### src/rtl/mips_pkg.sv
// ---------------------------------------------------------------------------
// mips_pkg
// Shared definitions for the 5-stage MIPS core. It holds the datapath widths,
// the ALU opcode encodings (the same encoding the ALU decodes), the memory
// access width encodings and the EX/MEM register state encoding.
// ---------------------------------------------------------------------------
package mips_pkg;

    localparam int NB_DATA = 32;
    localparam int NB_REG  = 5;
    localparam int NB_OP   = 6;

    // ALU operation codes. ADD and ADDI trap on signed overflow; the unsigned
    // variants never do.
    localparam logic [5:0] ALU_ADD   = 6'b100000;
    localparam logic [5:0] ALU_ADDU  = 6'b100001;
    localparam logic [5:0] ALU_SUB   = 6'b100010;
    localparam logic [5:0] ALU_SUBU  = 6'b100011;
    localparam logic [5:0] ALU_AND   = 6'b100100;
    localparam logic [5:0] ALU_OR    = 6'b100101;
    localparam logic [5:0] ALU_ADDI  = 6'b001000;
    localparam logic [5:0] ALU_ADDIU = 6'b001001;

    // Memory access widths carried down to the MEM stage.
    localparam logic [1:0] MEM_BYTE = 2'b00;
    localparam logic [1:0] MEM_HALF = 2'b01;
    localparam logic [1:0] MEM_WORD = 2'b11;

    // The EX/MEM register either runs normally or sits drained after a HALT.
    typedef enum logic {
        ST_RUN    = 1'b0,
        ST_HALTED = 1'b1
    } exmem_state_t;

endpackage

### src/rtl/ex_overflow_detect.sv
// ---------------------------------------------------------------------------
// ex_overflow_detect
// Combinational signed-overflow detector for the ALU result entering EX/MEM.
// Only ADD and ADDI can overflow: both operands share a sign and the result
// has the opposite sign.
//
// Ports:
//   alu_opcode  in   NB_OP    ALU operation of the instruction in EX
//   operand1    in   NB_DATA  first ALU operand
//   operand2    in   NB_DATA  second ALU operand
//   alu_result  in   NB_DATA  ALU output
//   overflow    out  1        signed overflow of a trapping add
// ---------------------------------------------------------------------------
module ex_overflow_detect #(
    parameter int NB_DATA = 32,
    parameter int NB_OP   = 6
) (
    input  logic [NB_OP-1:0]   alu_opcode,
    input  logic [NB_DATA-1:0] operand1,
    input  logic [NB_DATA-1:0] operand2,
    input  logic [NB_DATA-1:0] alu_result,
    output logic               overflow
);
    import mips_pkg::*;

    logic is_trapping_add;
    logic same_sign;
    logic sign_flipped;

    always_comb begin
        is_trapping_add = (alu_opcode == NB_OP'(ALU_ADD)) || (alu_opcode == NB_OP'(ALU_ADDI));
        same_sign       = (operand1[NB_DATA-1] == operand2[NB_DATA-1]);
        sign_flipped    = (alu_result[NB_DATA-1] != operand1[NB_DATA-1]);
        overflow        = is_trapping_add && same_sign && sign_flipped;
    end

endmodule

### src/rtl/ex_mem_reg.sv
// ---------------------------------------------------------------------------
// ex_mem_reg
// EX/MEM pipeline register. Captures the ALU result, store data, destination
// register and MEM/WB control bits one cycle after EX, supports stall, flush
// and draining after a HALT, feeds forwarding info back to EX from registered
// state only, and counts retired (valid, non-flushed) captures.
//
// Optional feature macro: EX_MEM_OVERFLOW_TRAP_EN
//   When defined, a signed-overflowing ADD/ADDI is captured with its
//   register/memory writes suppressed and o_overflow set for that entry.
//   When undefined, o_overflow is tied to 0 and the opcode/operand inputs
//   are unused.
//
// Ports:
//   i_clk, i_reset               clock, synchronous active-high reset
//   i_valid                      EX slot holds a real instruction
//   i_alu_result, i_store_data   datapath values from EX
//   i_write_reg                  destination register
//   i_reg_write, i_mem_read,
//   i_mem_write, i_mem_to_reg,
//   i_mem_width, i_mem_unsigned  MEM/WB control
//   i_halt                       instruction is HALT
//   i_alu_opcode, i_operand1,
//   i_operand2                   overflow detection inputs
//   i_stall, i_flush             hold contents / insert bubble
//   o_*                          registered copies of the above
//   o_fwd_en/reg/data            forwarding info back to EX
//   o_halted                     pipeline drained past EX/MEM
//   o_retired                    retired-instruction counter
//   o_overflow                   entry trapped on signed overflow
// ---------------------------------------------------------------------------
module ex_mem_reg #(
    parameter int NB_DATA = mips_pkg::NB_DATA,
    parameter int NB_REG  = mips_pkg::NB_REG,
    parameter int NB_OP   = mips_pkg::NB_OP
) (
    input  logic               i_clk,
    input  logic               i_reset,
    input  logic               i_valid,
    input  logic [NB_DATA-1:0] i_alu_result,
    input  logic [NB_DATA-1:0] i_store_data,
    input  logic [NB_REG-1:0]  i_write_reg,
    input  logic               i_reg_write,
    input  logic               i_mem_read,
    input  logic               i_mem_write,
    input  logic               i_mem_to_reg,
    input  logic [1:0]         i_mem_width,
    input  logic               i_mem_unsigned,
    input  logic               i_halt,
    input  logic [NB_OP-1:0]   i_alu_opcode,
    input  logic [NB_DATA-1:0] i_operand1,
    input  logic [NB_DATA-1:0] i_operand2,
    input  logic               i_stall,
    input  logic               i_flush,
    output logic               o_valid,
    output logic [NB_DATA-1:0] o_alu_result,
    output logic [NB_DATA-1:0] o_store_data,
    output logic [NB_REG-1:0]  o_write_reg,
    output logic               o_reg_write,
    output logic               o_mem_read,
    output logic               o_mem_write,
    output logic               o_mem_to_reg,
    output logic [1:0]         o_mem_width,
    output logic               o_mem_unsigned,
    output logic               o_fwd_en,
    output logic [NB_REG-1:0]  o_fwd_reg,
    output logic [NB_DATA-1:0] o_fwd_data,
    output logic               o_halted,
    output logic [31:0]        o_retired,
    output logic               o_overflow
);
    import mips_pkg::*;

    exmem_state_t state;
    logic         hold;
    logic         take;
    logic         trap;
    logic [31:0]  retired_count;

    // In RUN, flush beats stall; stall freezes everything; otherwise a valid
    // instruction is taken and anything else becomes a bubble. Once HALTED
    // the register only ever loads bubbles, so stall and flush are ignored.
    always_comb begin
        hold = (state == ST_RUN) && !i_flush && i_stall;
        take = (state == ST_RUN) && !i_flush && !i_stall && i_valid;
    end

`ifdef EX_MEM_OVERFLOW_TRAP_EN
    logic ovf_detected;
    logic overflow_q;

    ex_overflow_detect #(
        .NB_DATA (NB_DATA),
        .NB_OP   (NB_OP)
    ) u_overflow_detect (
        .alu_opcode (i_alu_opcode),
        .operand1   (i_operand1),
        .operand2   (i_operand2),
        .alu_result (i_alu_result),
        .overflow   (ovf_detected)
    );

    assign trap = take && ovf_detected;

    // The overflow flag belongs to the captured entry: it holds with the
    // entry under stall and clears on any other load or bubble.
    always_ff @(posedge i_clk) begin
        if (i_reset) begin
            overflow_q <= 1'b0;
        end else if (!hold) begin
            overflow_q <= trap;
        end
    end

    assign o_overflow = overflow_q;
`else
    logic unused_overflow_inputs;

    assign unused_overflow_inputs = ^{i_alu_opcode, i_operand1, i_operand2};
    assign trap       = 1'b0;
    assign o_overflow = 1'b0;
`endif

    // Pipeline register proper. Every field is reloaded unless held; a bubble
    // is simply "take" being low, which zeroes data and control alike. A
    // trapping add keeps its data but loses its architectural side effects.
    always_ff @(posedge i_clk) begin
        if (i_reset) begin
            o_valid        <= 1'b0;
            o_alu_result   <= '0;
            o_store_data   <= '0;
            o_write_reg    <= '0;
            o_reg_write    <= 1'b0;
            o_mem_read     <= 1'b0;
            o_mem_write    <= 1'b0;
            o_mem_to_reg   <= 1'b0;
            o_mem_width    <= 2'b00;
            o_mem_unsigned <= 1'b0;
        end else if (!hold) begin
            o_valid        <= take;
            o_alu_result   <= take ? i_alu_result : '0;
            o_store_data   <= take ? i_store_data : '0;
            o_write_reg    <= take ? i_write_reg  : '0;
            o_reg_write    <= take && i_reg_write && !trap;
            o_mem_read     <= take && i_mem_read  && !trap;
            o_mem_write    <= take && i_mem_write && !trap;
            o_mem_to_reg   <= take && i_mem_to_reg;
            o_mem_width    <= take ? i_mem_width : 2'b00;
            o_mem_unsigned <= take && i_mem_unsigned;
        end
    end

    // RUN/HALTED control. A captured HALT moves to HALTED; o_halted rises on
    // the following edge, when the bubble behind the HALT has been loaded.
    always_ff @(posedge i_clk) begin
        if (i_reset) begin
            state    <= ST_RUN;
            o_halted <= 1'b0;
        end else begin
            case (state)
                ST_RUN: begin
                    if (take && i_halt) begin
                        state <= ST_HALTED;
                    end
                end
                ST_HALTED: begin
                    o_halted <= 1'b1;
                end
                default: begin
                    state <= ST_RUN;
                end
            endcase
        end
    end

    // Retired-instruction counter: one per valid capture, trapped entries
    // included. Wraps naturally at 32 bits.
    always_ff @(posedge i_clk) begin
        if (i_reset) begin
            retired_count <= '0;
        end else if (take) begin
            retired_count <= retired_count + 32'd1;
        end
    end

    assign o_retired  = retired_count;
    assign o_fwd_en   = o_valid && o_reg_write && (o_write_reg != '0);
    assign o_fwd_reg  = o_write_reg;
    assign o_fwd_data = o_alu_result;

endmodule

### config.mk
export PLATFORM = sky130hd
export DESIGN_NAME = ex_mem_reg
export DESIGN_NICKNAME = d
export VERILOG_FILES = /design/src/rtl/mips_pkg.sv /design/src/rtl/ex_overflow_detect.sv /design/src/rtl/ex_mem_reg.sv
export SDC_FILE = /design/constraint.sdc
export NUM_CORES = 1
export LEC_CHECK = 0
export BUFFER_PORTS_ARGS = -buffer_cell sky130_fd_sc_hd__buf_2
export CAP_MARGIN = 20
export CORE_AREA = 2 2 117 119
export CTS_BUF_LIST = sky130_fd_sc_hd__clkbuf_4
export DETAILED_ROUTE_END_ITERATION = 7
export DIE_AREA = 0 0 119 121
export PLACE_DENSITY = 0.7
export SLEW_MARGIN = 10
export SYNTH_ARGS = -nofsm -noshare
export SYNTH_HDL_FRONTEND = slang
export SYNTH_SLANG_ARGS = --single-unit
### constraint.sdc
create_clock -name i_clk -period 5.15 [get_ports i_clk]
set_clock_uncertainty 0.1 [all_clocks]
set_input_delay 1.03 -clock i_clk [delete_from_list [all_inputs] [get_ports i_clk]]
set_output_delay 1.03 -clock i_clk [all_outputs]
set_load 0.05 [all_outputs]
==> impl_metrics.yaml <==
clocking:
  path_clk_slew_ps: 160
  clk_latency_ps: 470
  cts_buffer_depth: 2
  holdBufCountCts: 0
  clock_sinks: 111
  post_cts_resized: 0
  h-tree-depth: 3
  cts_made_buffers: 9
  cts-root-buf: "clkbuf_4"
  cts_tree: "yes"
  post_cts_buffers: 0
power:
  p_seq_share_pct: 61.2
  vdd_drop_max_v: 0.000118
  p_sw_mw: 0.406
  p_int_mw: 1.04
  power_density_nw_per_um2: 262
  swShare_pct: 28.2
  pwr-share-comb_pct: 12.1
  clockPowerShare_pct: 26.7
  p_leak_nw: 2.52
critical_path:
  critPathLaunchType: "input port"
  arrival_ps: 3340
  end_kind: "register"
  required_ps: 5460
  crit_type: "input port to register"
  path_max_fanout: 19
drt:
  avgViaCountPerCell: 4.96
  ant_nets: 0
  wl_per_cell_um: 14.0
  drt_pass1_iterations: 4
  drcViolationCount: 0
  via_count: 4157
  initialDrtViolationCount: 248
  wl_mm: 11.7
worst_hold_path:
  min_path_type: "register to register"
outcome:
  outcome: "finished clean"
place:
  pre_cts_ws_ps: 1610
  port-buffer-count: 229
  finalWeightedCongestion: 0.747
  placed_area_um2: 5400
  dp.final_hpwl_mm: 8.08
timing:
  hold_violations: 0
  tns_ps: 0
  slew_viol_final: 0
  finalSetupViolCount: 0
  worst_pin_slew_ps: 801
  fin_hold_ws_ps: 389
  setup_ws_ps: 2120
  fmaxAchievable_mhz: 330
  layout_worst_path_cycle_share_pct: 58.9
  fin_crit_ps: 3030
  rsz0062_at_grt: "no"
  relSlewSlack_pct: 46.4
final_layout:
  final_cell_mix: "buf_2, dfxtp_1, nor2_1"
  multi_input_area_um2: 1750
  stdcell_area_um2: 5510
  area_delta_synth_final_pct: 24.9
  fin_nets: 810
  fillers: 1311
  final-seq-area_um2: 2220
  fin_util_pct: 42.1
  final_common_cell: "buf_2"
  drive_gt1_share_pct: 38.1
floorplan:
  core_area_um2: 13100
  initial_core_util_pct: 33.7
  die_x_um: 119
  num_io_pins: 301
  rows: 42
  die_y_um: 121
  die_area_um2: 14400
logic_synthesis:
  ys_seq_elements: 111
  synth_nets: 640
  syn_area_per_cell_um2: 9.06
  ys_types: 28
  netlist_area_um2: 4410
  netlist_instances: 487
  seq_area_frac_synth_pct: 50.4
  yosys_warnings: 0
global_route:
  antenna_found_initial: 1
  grt_pass1_wl_mm: 18.5
  grt_pass1_vias: 3840
  grt-ovfl-total: 0
  grt_max_degree: 63
  track_usage_pct: 15.9
run:
  maxCapViolations: 0
area by class of cell:
| class | count | share of cell area [%] |
|---|---|---|
| flip-flops and latches | 111 | 40.3 |
| multi-input cells | 296 | 31.7 |
| repair buffers | 234 | 21.5 |
| well taps | 176 | 4.00 |
| clock buffers | 12 | 1.63 |
| clock inverters | 3 | 0.386 |
| inverters | 5 | 0.341 |
| diodes | 1 | 0.0454 |
path summary, 6_finish.rpt:
| path | start | to | slack, ps | cells past startpoint |
|---|---|---|---|---|
| max | i_flush | o_retired[20] | 2120 | 5 |
| min | o_halted | o_halted | 390 | 2 |
| max reg2reg | state | o_retired[20] | 2370 | 4 |
| min reg2reg | o_halted | o_halted | 390 | 2 |
power groups by stage:
stage               logic, mW  clock network [mW]  registers, mW
floorplan              0.0772                   0          0.945
global placement        0.175                   0          0.900
detailed placement      0.177                   0          0.900
CTS                     0.177               0.407          0.882
global route            0.188               0.436          0.885
finish                  0.175               0.385          0.882
cells in the mapped netlist:
| master | number | area, um2 |
|---|---|---|
| dfxtp_1 | 111 | 2220 |
| nand3_1 | 8 | 40.0 |
| nor3b_1 | 1 | 7.51 |
| nand4_1 | 10 | 62.6 |
| o31ai_1 | 16 | 120 |
| xnor2_1 | 6 | 52.6 |
| a22oi_1 | 76 | 571 |
| nor4b_1 | 1 | 8.76 |
| clkbuf_1 | 30 | 113 |
| o311a_1 | 1 | 10.0 |
| nor4_1 | 2 | 12.5 |
| or4_1 | 19 | 143 |
| buf_4 | 38 | 285 |
| a21oi_1 | 26 | 130 |
| inv_1 | 5 | 18.8 |
| ha_1 | 1 | 12.5 |
| o21ai_0 | 7 | 35.0 |
| and3_1 | 2 | 12.5 |
| buf_2 | 1 | 5.00 |
| xor2_1 | 2 | 17.5 |
| buf_1 | 5 | 18.8 |
| conb_1 | 1 | 3.75 |
| buf_6 | 1 | 11.3 |
| nor2_1 | 88 | 330 |
| or3_1 | 10 | 62.6 |
| and4_1 | 5 | 43.8 |
| nand2_1 | 13 | 48.8 |
| or4b_4 | 1 | 13.8 |
layer usage:
layer,wire length (um),vias up,global-route usage [%],part of all wire [%]
li1,-,2057,-,-
met3,845,17,4.93,7.2
met1,4990,1938,18.4,43
met5,0,-,0,0
met4,215,0,7.59,1.8
met2,5650,145,26.8,48
critical path: stages:
cell and delay [ps]:
buf_2 120, or4b_4 590, or4_1 840, or4_1 590
a21oi_1 160
logic make-up after synthesis:
logic type                 count (synthesis)  share of synthesized area (%)
and+or+nand+nor                          160                           17.8
AOI/OAI and AO/OA                        126                           19.6
DFF                                      111                           50.4
buffers and inverters                     80                           10.2
xor gates and xnor gates                   8                           1.59
adders and majority gates                  1                          0.284
other                                      1                         0.0850
metrics by stage:
stage	std cells	total power, mW
finish	838	1.44
global route	838	1.51
CTS	837	1.47
detailed placement	822	1.08
global placement	822	1.08
floorplan	487	1.02
No activity file was read; power rests on OpenSTA's default activity.
